## src/rtl/axis_event_sequencer_pkg.sv

```systemverilog
// rtl/axis_event_sequencer_pkg.sv - opcodes, field positions and state encoding for the event sequencer
package axis_event_sequencer_pkg;

  // Instruction word layout
  localparam int OPC_MSB = 127;
  localparam int OPC_LSB = 124;
  localparam int CNT_MSB = 15;
  localparam int CNT_LSB = 0;
  localparam int TX_PAYLOAD_W = 124;
  localparam int RX_W = 64;

  localparam logic [3:0] OP_HALT    = 4'd0;
  localparam logic [3:0] OP_TX      = 4'd1;
  localparam logic [3:0] OP_RX      = 4'd2;
  localparam logic [3:0] OP_LOOP    = 4'd3;
  localparam logic [3:0] OP_ENDLOOP = 4'd4;

  typedef enum logic [2:0] {
    ST_IDLE,
    ST_FETCH,
    ST_DECODE,
    ST_EMIT_TX,
    ST_EMIT_RX
  } state_e;

  // A loop count of zero still runs the body once
  function automatic logic [15:0] loop_count(input logic [15:0] cnt);
    return (cnt == 16'd0) ? 16'd1 : cnt;
  endfunction

endpackage

```

## src/rtl/axis_event_sequencer.sv

```systemverilog
// rtl/axis_event_sequencer.sv - program-driven TX/RX event sequencer with one hardware loop level
module axis_event_sequencer
  import axis_event_sequencer_pkg::*;
#(
  parameter int AW = 10
) (
  input  logic          aclk,
  input  logic          areset,
  input  logic          start,
  input  logic          stop,
  input  logic [AW-1:0] cfg_start_addr,
  output logic [AW-1:0] bram_porta_addr,
  input  logic [127:0]  bram_porta_rddata,
  output logic [127:0]  m_axis_tx_evts_tdata,
  output logic          m_axis_tx_evts_tvalid,
  input  logic          m_axis_tx_evts_tready,
  output logic [63:0]   m_axis_rx_evts_tdata,
  output logic          m_axis_rx_evts_tvalid,
  input  logic          m_axis_rx_evts_tready,
  output logic          busy,
  output logic          done,
  output logic          error,
  output logic [AW-1:0] pc
);

  state_e        state_q;
  logic [AW-1:0] pc_q;
  logic [AW-1:0] loop_start_q;
  logic [15:0]   loop_cntr_q;
  logic          loop_active_q;
  logic          stop_pend_q;
  logic [127:0]  tx_tdata_q;
  logic          tx_tvalid_q;
  logic [63:0]   rx_tdata_q;
  logic          rx_tvalid_q;
  logic          busy_q;
  logic          done_q;
  logic          error_q;

  logic [3:0]    op;
  logic [AW-1:0] pc_inc;
  logic          at_end;
  logic          loop_jump;
  logic          decode_fault;
  logic          stop_now;

  assign op        = bram_porta_rddata[OPC_MSB:OPC_LSB];
  assign pc_inc    = pc_q + {{(AW-1){1'b0}}, 1'b1};
  assign at_end    = &pc_q;
  assign loop_jump = (op == OP_ENDLOOP) && loop_active_q && (loop_cntr_q > 16'd1);
  assign stop_now  = stop | stop_pend_q;

  // Nested LOOP, orphan ENDLOOP, and any fall-through past the last word are program faults
  assign decode_fault = ((op == OP_LOOP) && loop_active_q)
                     || ((op == OP_ENDLOOP) && !loop_active_q)
                     || (at_end && (op != OP_HALT) && !loop_jump);

  // Sequencer FSM: fetch/decode, event emission with backpressure, loop bookkeeping
  always_ff @(posedge aclk) begin
    if (areset) begin
      state_q       <= ST_IDLE;
      pc_q          <= '0;
      loop_start_q  <= '0;
      loop_cntr_q   <= '0;
      loop_active_q <= 1'b0;
      stop_pend_q   <= 1'b0;
      tx_tdata_q    <= '0;
      tx_tvalid_q   <= 1'b0;
      rx_tdata_q    <= '0;
      rx_tvalid_q   <= 1'b0;
      busy_q        <= 1'b0;
      done_q        <= 1'b0;
      error_q       <= 1'b0;
    end else begin
      if (stop && (state_q != ST_IDLE)) stop_pend_q <= 1'b1;
      case (state_q)
        ST_IDLE: begin
          stop_pend_q <= 1'b0;
          if (start && !stop) begin
            pc_q          <= cfg_start_addr;
            loop_active_q <= 1'b0;
            busy_q        <= 1'b1;
            done_q        <= 1'b0;
            error_q       <= 1'b0;
            state_q       <= ST_FETCH;
          end
        end
        ST_FETCH: begin
          if (stop_now) begin
            stop_pend_q <= 1'b0;
            busy_q      <= 1'b0;
            done_q      <= 1'b0;
            state_q     <= ST_IDLE;
          end else begin
            state_q <= ST_DECODE;
          end
        end
        ST_DECODE: begin
          if (stop_now) begin
            stop_pend_q <= 1'b0;
            busy_q      <= 1'b0;
            done_q      <= 1'b0;
            state_q     <= ST_IDLE;
          end else if (decode_fault) begin
            error_q <= 1'b1;
            done_q  <= 1'b0;
            busy_q  <= 1'b0;
            state_q <= ST_IDLE;
          end else begin
            case (op)
              OP_HALT: begin
                done_q  <= 1'b1;
                busy_q  <= 1'b0;
                state_q <= ST_IDLE;
              end
              OP_TX: begin
                tx_tdata_q  <= {4'h0, bram_porta_rddata[TX_PAYLOAD_W-1:0]};
                tx_tvalid_q <= 1'b1;
                state_q     <= ST_EMIT_TX;
              end
              OP_RX: begin
                rx_tdata_q  <= bram_porta_rddata[RX_W-1:0];
                rx_tvalid_q <= 1'b1;
                state_q     <= ST_EMIT_RX;
              end
              OP_LOOP: begin
                loop_cntr_q   <= loop_count(bram_porta_rddata[CNT_MSB:CNT_LSB]);
                loop_active_q <= 1'b1;
                loop_start_q  <= pc_inc;
                pc_q          <= pc_inc;
                state_q       <= ST_FETCH;
              end
              OP_ENDLOOP: begin
                if (loop_jump) begin
                  loop_cntr_q <= loop_cntr_q - 16'd1;
                  pc_q        <= loop_start_q;
                end else begin
                  loop_active_q <= 1'b0;
                  pc_q          <= pc_inc;
                end
                state_q <= ST_FETCH;
              end
              default: begin
                pc_q    <= pc_inc;
                state_q <= ST_FETCH;
              end
            endcase
          end
        end
        ST_EMIT_TX, ST_EMIT_RX: begin
          // The beat in flight always completes; a pending stop is honoured afterwards
          if ((tx_tvalid_q && m_axis_tx_evts_tready) || (rx_tvalid_q && m_axis_rx_evts_tready)) begin
            tx_tvalid_q <= 1'b0;
            rx_tvalid_q <= 1'b0;
            pc_q        <= pc_inc;
            if (stop_now) begin
              stop_pend_q <= 1'b0;
              busy_q      <= 1'b0;
              done_q      <= 1'b0;
              state_q     <= ST_IDLE;
            end else begin
              state_q <= ST_FETCH;
            end
          end
        end
        default: state_q <= ST_IDLE;
      endcase
    end
  end

  assign bram_porta_addr       = pc_q;
  assign pc                    = pc_q;
  assign m_axis_tx_evts_tdata  = tx_tdata_q;
  assign m_axis_tx_evts_tvalid = tx_tvalid_q;
  assign m_axis_rx_evts_tdata  = rx_tdata_q;
  assign m_axis_rx_evts_tvalid = rx_tvalid_q;
  assign busy                  = busy_q;
  assign done                  = done_q;
  assign error                 = error_q;

endmodule

```

## config.mk

```make
export PLATFORM = sky130hd
export DESIGN_NAME = axis_event_sequencer
export DESIGN_NICKNAME = d
export VERILOG_FILES = /design/src/rtl/axis_event_sequencer_pkg.sv /design/src/rtl/axis_event_sequencer.sv
export SDC_FILE = /design/constraint.sdc
export NUM_CORES = 1
export LEC_CHECK = 0
export ABC_AREA = 1
export CAP_MARGIN = 5
export CORE_AREA = 2 2 144 203
export DETAILED_ROUTE_END_ITERATION = 8
export DIE_AREA = 0 0 146 205
export PLACE_DENSITY_LB_ADDON = 0.2
export SETUP_SLACK_MARGIN = 0.2
export SKIP_CTS_REPAIR_TIMING = 1
export SYNTH_ARGS = -nofsm -noshare
export SYNTH_HDL_FRONTEND = slang
export SYNTH_SLANG_ARGS = --single-unit
```

## constraint.sdc

```tcl
create_clock -name aclk -period 1.9 [get_ports aclk]
set_clock_uncertainty 0.05 [all_clocks]
set_input_delay 0.38 -clock aclk [delete_from_list [all_inputs] [get_ports aclk]]
set_output_delay 0.38 -clock aclk [all_outputs]
set_load 0.05 [all_outputs]
```

# Word level (Yosys, flattened, before mapping)

Index checks and enable logic that the tools add are counted.
W data, S select, Z words.

Flip-flop bits (word level): 234
Input port bits: 144
Output and inout port bits: 217
Word-level logic and storage cells: 133

$add $sub $neg: 2
Magnitude comparators: 1
Equality and inequality tests: 20
Mux-type cells: 53
Bitwise operators: 3
Reduce and logical (&&, ||, !) cells: 41

Operators by type and width:

| operator                | count |
|---|---|
| $mux W10                | 5 |
| $mux W16                | 2 |
| $pmux W16 S2            | 1 |
| $pmux W10 S3            | 1 |
| $mux W1                 | 28 |
| $pmux W10 S2            | 1 |
| $reduce_and A4 Y1       | 5 |
| $gt A16 B1 Y1 const B   | 1 |
| $logic_not A16 Y1       | 1 |
| $sub A16 B1 Y16 const B | 1 |
| $reduce_and A5 Y1       | 3 |
| $ne A2 B2 Y1 const B    | 7 |
| $mux W3                 | 4 |
| $pmux W3 S4             | 1 |
| $reduce_and A6 Y1       | 2 |
| $add A10 B1 Y10 const B | 1 |
| $logic_and A1 B1 Y1     | 10 |
| $pmux W1 S2             | 5 |
| $reduce_and A10 Y1      | 1 |
| $pmux W3 S3             | 1 |
| $eq A4 B2 Y1 const B    | 2 |
| $pmux W1 S4             | 2 |
| $reduce_bool A4 Y1      | 2 |
| $eq A3 B2 Y1 const B    | 2 |
| 20 further kinds        | 31 |

# Depth between registers and ports, before layout

Depth in word-level cells: 9
Mapped depth: 14
Depth with buffers taken out: 13

# Worst setup path before layout

OpenSTA, ideal clock, no wires.

Path type: register -> register
Start: register pc_q[0] (netlist: bram_porta_addr[0])
End: register rx_tdata_q[10] (netlist: m_axis_rx_evts_tdata[10])
Setup time: 0.116 ns
Arrival: 2.207 ns
Required time: 1.734 ns
Path slack: -0.474 ns
Stages on the path, launching flop included: 13
Path buffers: 2
Period minus slack after synthesis: 2.374 ns
Cells stage by stage: dfxtp_1 > ha_1 > nand2_1 > nor2_2 > nand4_1 > nor2_1 > nand2_2 > nand3_4 > nor2_2 > buf_4 > buf_2 > o21ai_0 > nor2_1

Cells in the longest elaborated chain, start to end: 6

RTL lines:

| what                               | line                        | text |
|---|---|---|
| start: declaration                 | axis_event_sequencer.sv:27  | `logic [AW-1:0] pc_q;` |
| start signal: assignment           | axis_event_sequencer.sv:80  | `pc_q <= cfg_start_addr;` |
| start signal: assignment           | axis_event_sequencer.sv:130 | `pc_q <= pc_inc;` |
| start signal: assignment           | axis_event_sequencer.sv:136 | `pc_q <= loop_start_q;` |
| $reduce_and A10 Y1                 | axis_event_sequencer.sv:49  | `assign at_end = &pc_q;` |
| $logic_and A1 B1 Y1 (2 in series)  | axis_event_sequencer.sv:56  | `\|\| (at_end && (op != OP_HALT) && !loop_jump);` |
| $logic_or A1 B1 Y1                 | axis_event_sequencer.sv:56  |  |
| $not A1 Y1 (no source line)        | --                          |  |
| $reduce_and A4 Y1 (no source line) | --                          |  |
| end signal: assignment             | axis_event_sequencer.sv:122 | `rx_tdata_q <= bram_porta_rddata[RX_W-1:0];` |
| end: declaration                   | axis_event_sequencer.sv:34  | `logic [63:0] rx_tdata_q;` |

No other way between the ends.
A chain may end at the register's enable or synchronous reset.

# Final worst setup path

Start: register pc_q[1] (netlist: bram_porta_addr[1])
End: register tx_tdata_q[36] (netlist: m_axis_tx_evts_tdata[36])

Cells in the longest elaborated chain, start to end: 6

RTL lines:

| what                               | line                        | text |
|---|---|---|
| $reduce_and A10 Y1                 | axis_event_sequencer.sv:49  |  |
| $logic_and A1 B1 Y1 (2 in series)  | axis_event_sequencer.sv:56  |  |
| $logic_or A1 B1 Y1                 | axis_event_sequencer.sv:56  |  |
| $not A1 Y1 (no source line)        | --                          |  |
| $reduce_and A4 Y1 (no source line) | --                          |  |
| end signal: assignment             | axis_event_sequencer.sv:117 | `tx_tdata_q <= {4'h0, bram_porta_rddata[TX_PAYLOAD_W-1:0]};` |
| end: declaration                   | axis_event_sequencer.sv:32  | `logic [127:0] tx_tdata_q;` |

No other way between the ends.

==> impl_metrics.env <==
export IMPL_run_status="finished with violations"
export IMPL_violations="setup timing"
export IMPL_first_pass_iters=5
export IMPL_grt_max_degree=49
export IMPL_yosysWarnings=0
export IMPL_hold_viol_final=0
export IMPL_placed_cells=2152
export IMPL_clock_fmax_ghz=0.462
export IMPL_hold_class="primary input to flip-flop"
export IMPL_final_setup_viol_count=230
export IMPL_grt_pass1_vias=10348
export IMPL_cts_htree_levels=1
export IMPL_clk_latency_ns=0.54
export IMPL_cts_clk_slew_worst_paths_ns=0.06
export IMPL_p_per_area_nw_per_um2=773
export IMPL_place_area_sq_um=14100
export IMPL_vias=10658
export IMPL_syn_inst=1374
export IMPL_synth_top_cell_area_share_pct=48.1
export IMPL_fin_ws_ns=-0.266
export IMPL_wl_met1_um=13900
export IMPL_synthTopCellsByCount="nor2_1, dfxtp_1, o21ai_0, nand2_1"
export IMPL_rsz0062_at_grt="true"
export IMPL_synthTopCellsByArea="dfxtp_1, nor2_1, o21ai_0, nand2_1, o21ai_1"
export IMPL_io_buffers=356
export IMPL_maxCapViolCount=0
export IMPL_start_util_pct=34.6
export IMPL_synth_area_sq_um=9740
export IMPL_arrival_ns=2.54
export IMPL_top_layer="met4"
export IMPL_grt_util_all_layers_pct=22.4
export IMPL_worst_path_max_fanout=11
export IMPL_cts_num_sinks=234
export IMPL_ctsLongestPathBuffers=3
export IMPL_rows=73
export IMPL_synth_cell_types=37
export IMPL_synth_top_area_cell="dfxtp_1"
export IMPL_grt_pass1_wl_um=54200
export IMPL_grt_ovfl_total=0
export IMPL_die_w_um=146
export IMPL_drt_wirelength_per_cell_um=16.6
export IMPL_yosysMostFrequentCell="nor2_1"
export IMPL_detail_route_antenna_nets=0
export IMPL_nets=1975
export IMPL_post_route_period_util_pct=114
export IMPL_ys_ff_latch=234
export IMPL_finalWeightedCongestion=0.834
export IMPL_finalInstanceArea_sq_um=15800
export IMPL_cts_buffers_inserted=25
export IMPL_dp_hpwl_um=25900
export IMPL_peakVddDrop_mv=0.767
export IMPL_worstPathRequired_ns=2.28
export IMPL_drtIter0Drc=509
export IMPL_die_h_um=205
export IMPL_io_pins=361
export IMPL_drcViolationCount=0
export IMPL_synth_edf_count=0
export IMPL_drive_gt1_share_pct=28.9
export IMPL_antenna_cells=0
export IMPL_start_kind="flip-flop"
export IMPL_antenna_found_initial=1
export IMPL_post_place_ws_ns=-0.625
export IMPL_die_area_sq_um=29900
export IMPL_power_w=0.0122
export IMPL_async_flop_share_pct=0
export IMPL_coreArea_sq_um=28100
export IMPL_wirelength_um=36900
export IMPL_drv_slew=0
export IMPL_seq_area_frac_synth_pct=48.1
export IMPL_fillers=2713
export IMPL_root_buffer="clkbuf_16"
export IMPL_min_period_ns=2.17
export IMPL_route_met3_wl_um=2550
export IMPL_end_kind="flip-flop"
export IMPL_avgSynthCellArea_sq_um=7.09
export IMPL_synthFlopType="dfxtp_1"
export IMPL_leakage_nw=7.54
export IMPL_area_growth_pct=62.0
export IMPL_wl_met2_um=18900
export IMPL_via_per_inst=4.80
export IMPL_worstSetupPathType="flip-flop to flip-flop"
export IMPL_final_cells=2220
export IMPL_cts_tree="done"
-- registers in the layout (all words and copies together) (netlist names) --
register,count
m_axis_tx_evts_tdata,124
m_axis_rx_evts_tdata,64
loop_cntr_q,16
bram_porta_addr,10
loop_start_q,10
state_q,3
busy,1
done,1
error,1
loop_active_q,1
m_axis_rx_evts_tvalid,1
m_axis_tx_evts_tvalid,1
stop_pend_q,1
-- worst max-delay path: stages (launching register included) --
cell,delay [ns]
dfxtp_4,0.36
ha_4,0.15
nand2_4,0.07
nor2_4,0.09
nand4_1,0.17
nor2_2,0.21
nand2_4,0.08
nand3_4,0.09
nor2_4,0.05
buf_12,0.13
buf_6,0.12
clkbuf_16,0.15
buf_12,0.15
o21ai_2,0.13
nor2_1,0.06
-- power by group --
part	total (W)	leakage, nW	switching, W	internal [W]
sequential	0.00504	1.89	0.0000526	0.00499
combinational	0.00199	5.23	0.00115	0.000846
clock	0.00515	0.422	0.00208	0.00307
total	0.0122	7.54	0.00328	0.00891
-- cells by family (layout without fill, tap and decap cells) --
group / Yosys count / in the layout / synth area share [%]
AO/OA/AOI/OAI: 255 / 255 / 13.3
buffers and inverters: 154 / 622 / 7.68
other: 1 / 4 / 0.0385
XOR/XNOR: 6 / 6 / 0.540
AND/OR/NAND/NOR: 721 / 721 / 29.9
adder cells (fa/ha/maj): 3 / 3 / 0.385
flip-flops: 234 / 234 / 48.1
-- layout by cell type (no fill, tap or decap), types with 11 or more instances in the layout --
cell type / count
nor2_1: 472
buf_4: 317
dfxtp_1: 225
o21ai_1: 147
clkdlybuf4s50_1: 143
nand2_1: 136
inv_1: 50
o21ai_2: 48
nand3_1: 37
clkbuf_16: 37
o21ai_0: 29
buf_12: 23
a21oi_1: 21
nor2_4: 16
clkbuf_2: 13
nor2_2: 11
nand3b_1: 11
-- area by class of cell --
| class | count | area [sq um] | share of cell area [%] |
|---|---|---|---|
| Inverter | 61 | 244 | 1.55 |
| Tap cell | 375 | 469 | 2.97 |
| Multi-Input combinational cell | 989 | 4740 | 30.0 |
| Sequential cell | 234 | 4710 | 29.8 |
| Clock buffer | 31 | 678 | 4.30 |
| Clock inverter | 13 | 175 | 1.11 |
| Timing Repair Buffer | 517 | 4760 | 30.2 |
-- metal layers --
layer,global-route usage (%),up-vias
met5,0,-
met3,6.10,89
met1,24.4,4941
li1,-,5282
met4,8.50,0
met2,41.2,346
-- through the flow --
step / util, % / hold slack (ns) / TNS (ns)
finish: 56.1 / 0.386 / -33.49
global route: 56.1 / 0.382 / -58.57
CTS: 53.3 / 0.364 / -57.54
detailed placement: 50.3 / 0.407 / -109.64
global placement: 50.3 / 0.400 / -103.07
floorplan: - / 0.402 / -2.19
-- path summary, 6_finish.rpt --
kind,slack [ns],depth (start not counted),endpoint,start
setup / recovery,-0.27,14,m_axis_tx_evts_tdata[36],bram_porta_addr[1]
hold / removal,0.39,3,m_axis_tx_evts_tdata[96],bram_porta_rddata[96]
setup reg to reg,-0.27,14,m_axis_tx_evts_tdata[36],bram_porta_addr[1]
hold reg to reg,0.42,2,error,error
(Power assumes the default switching activity.)
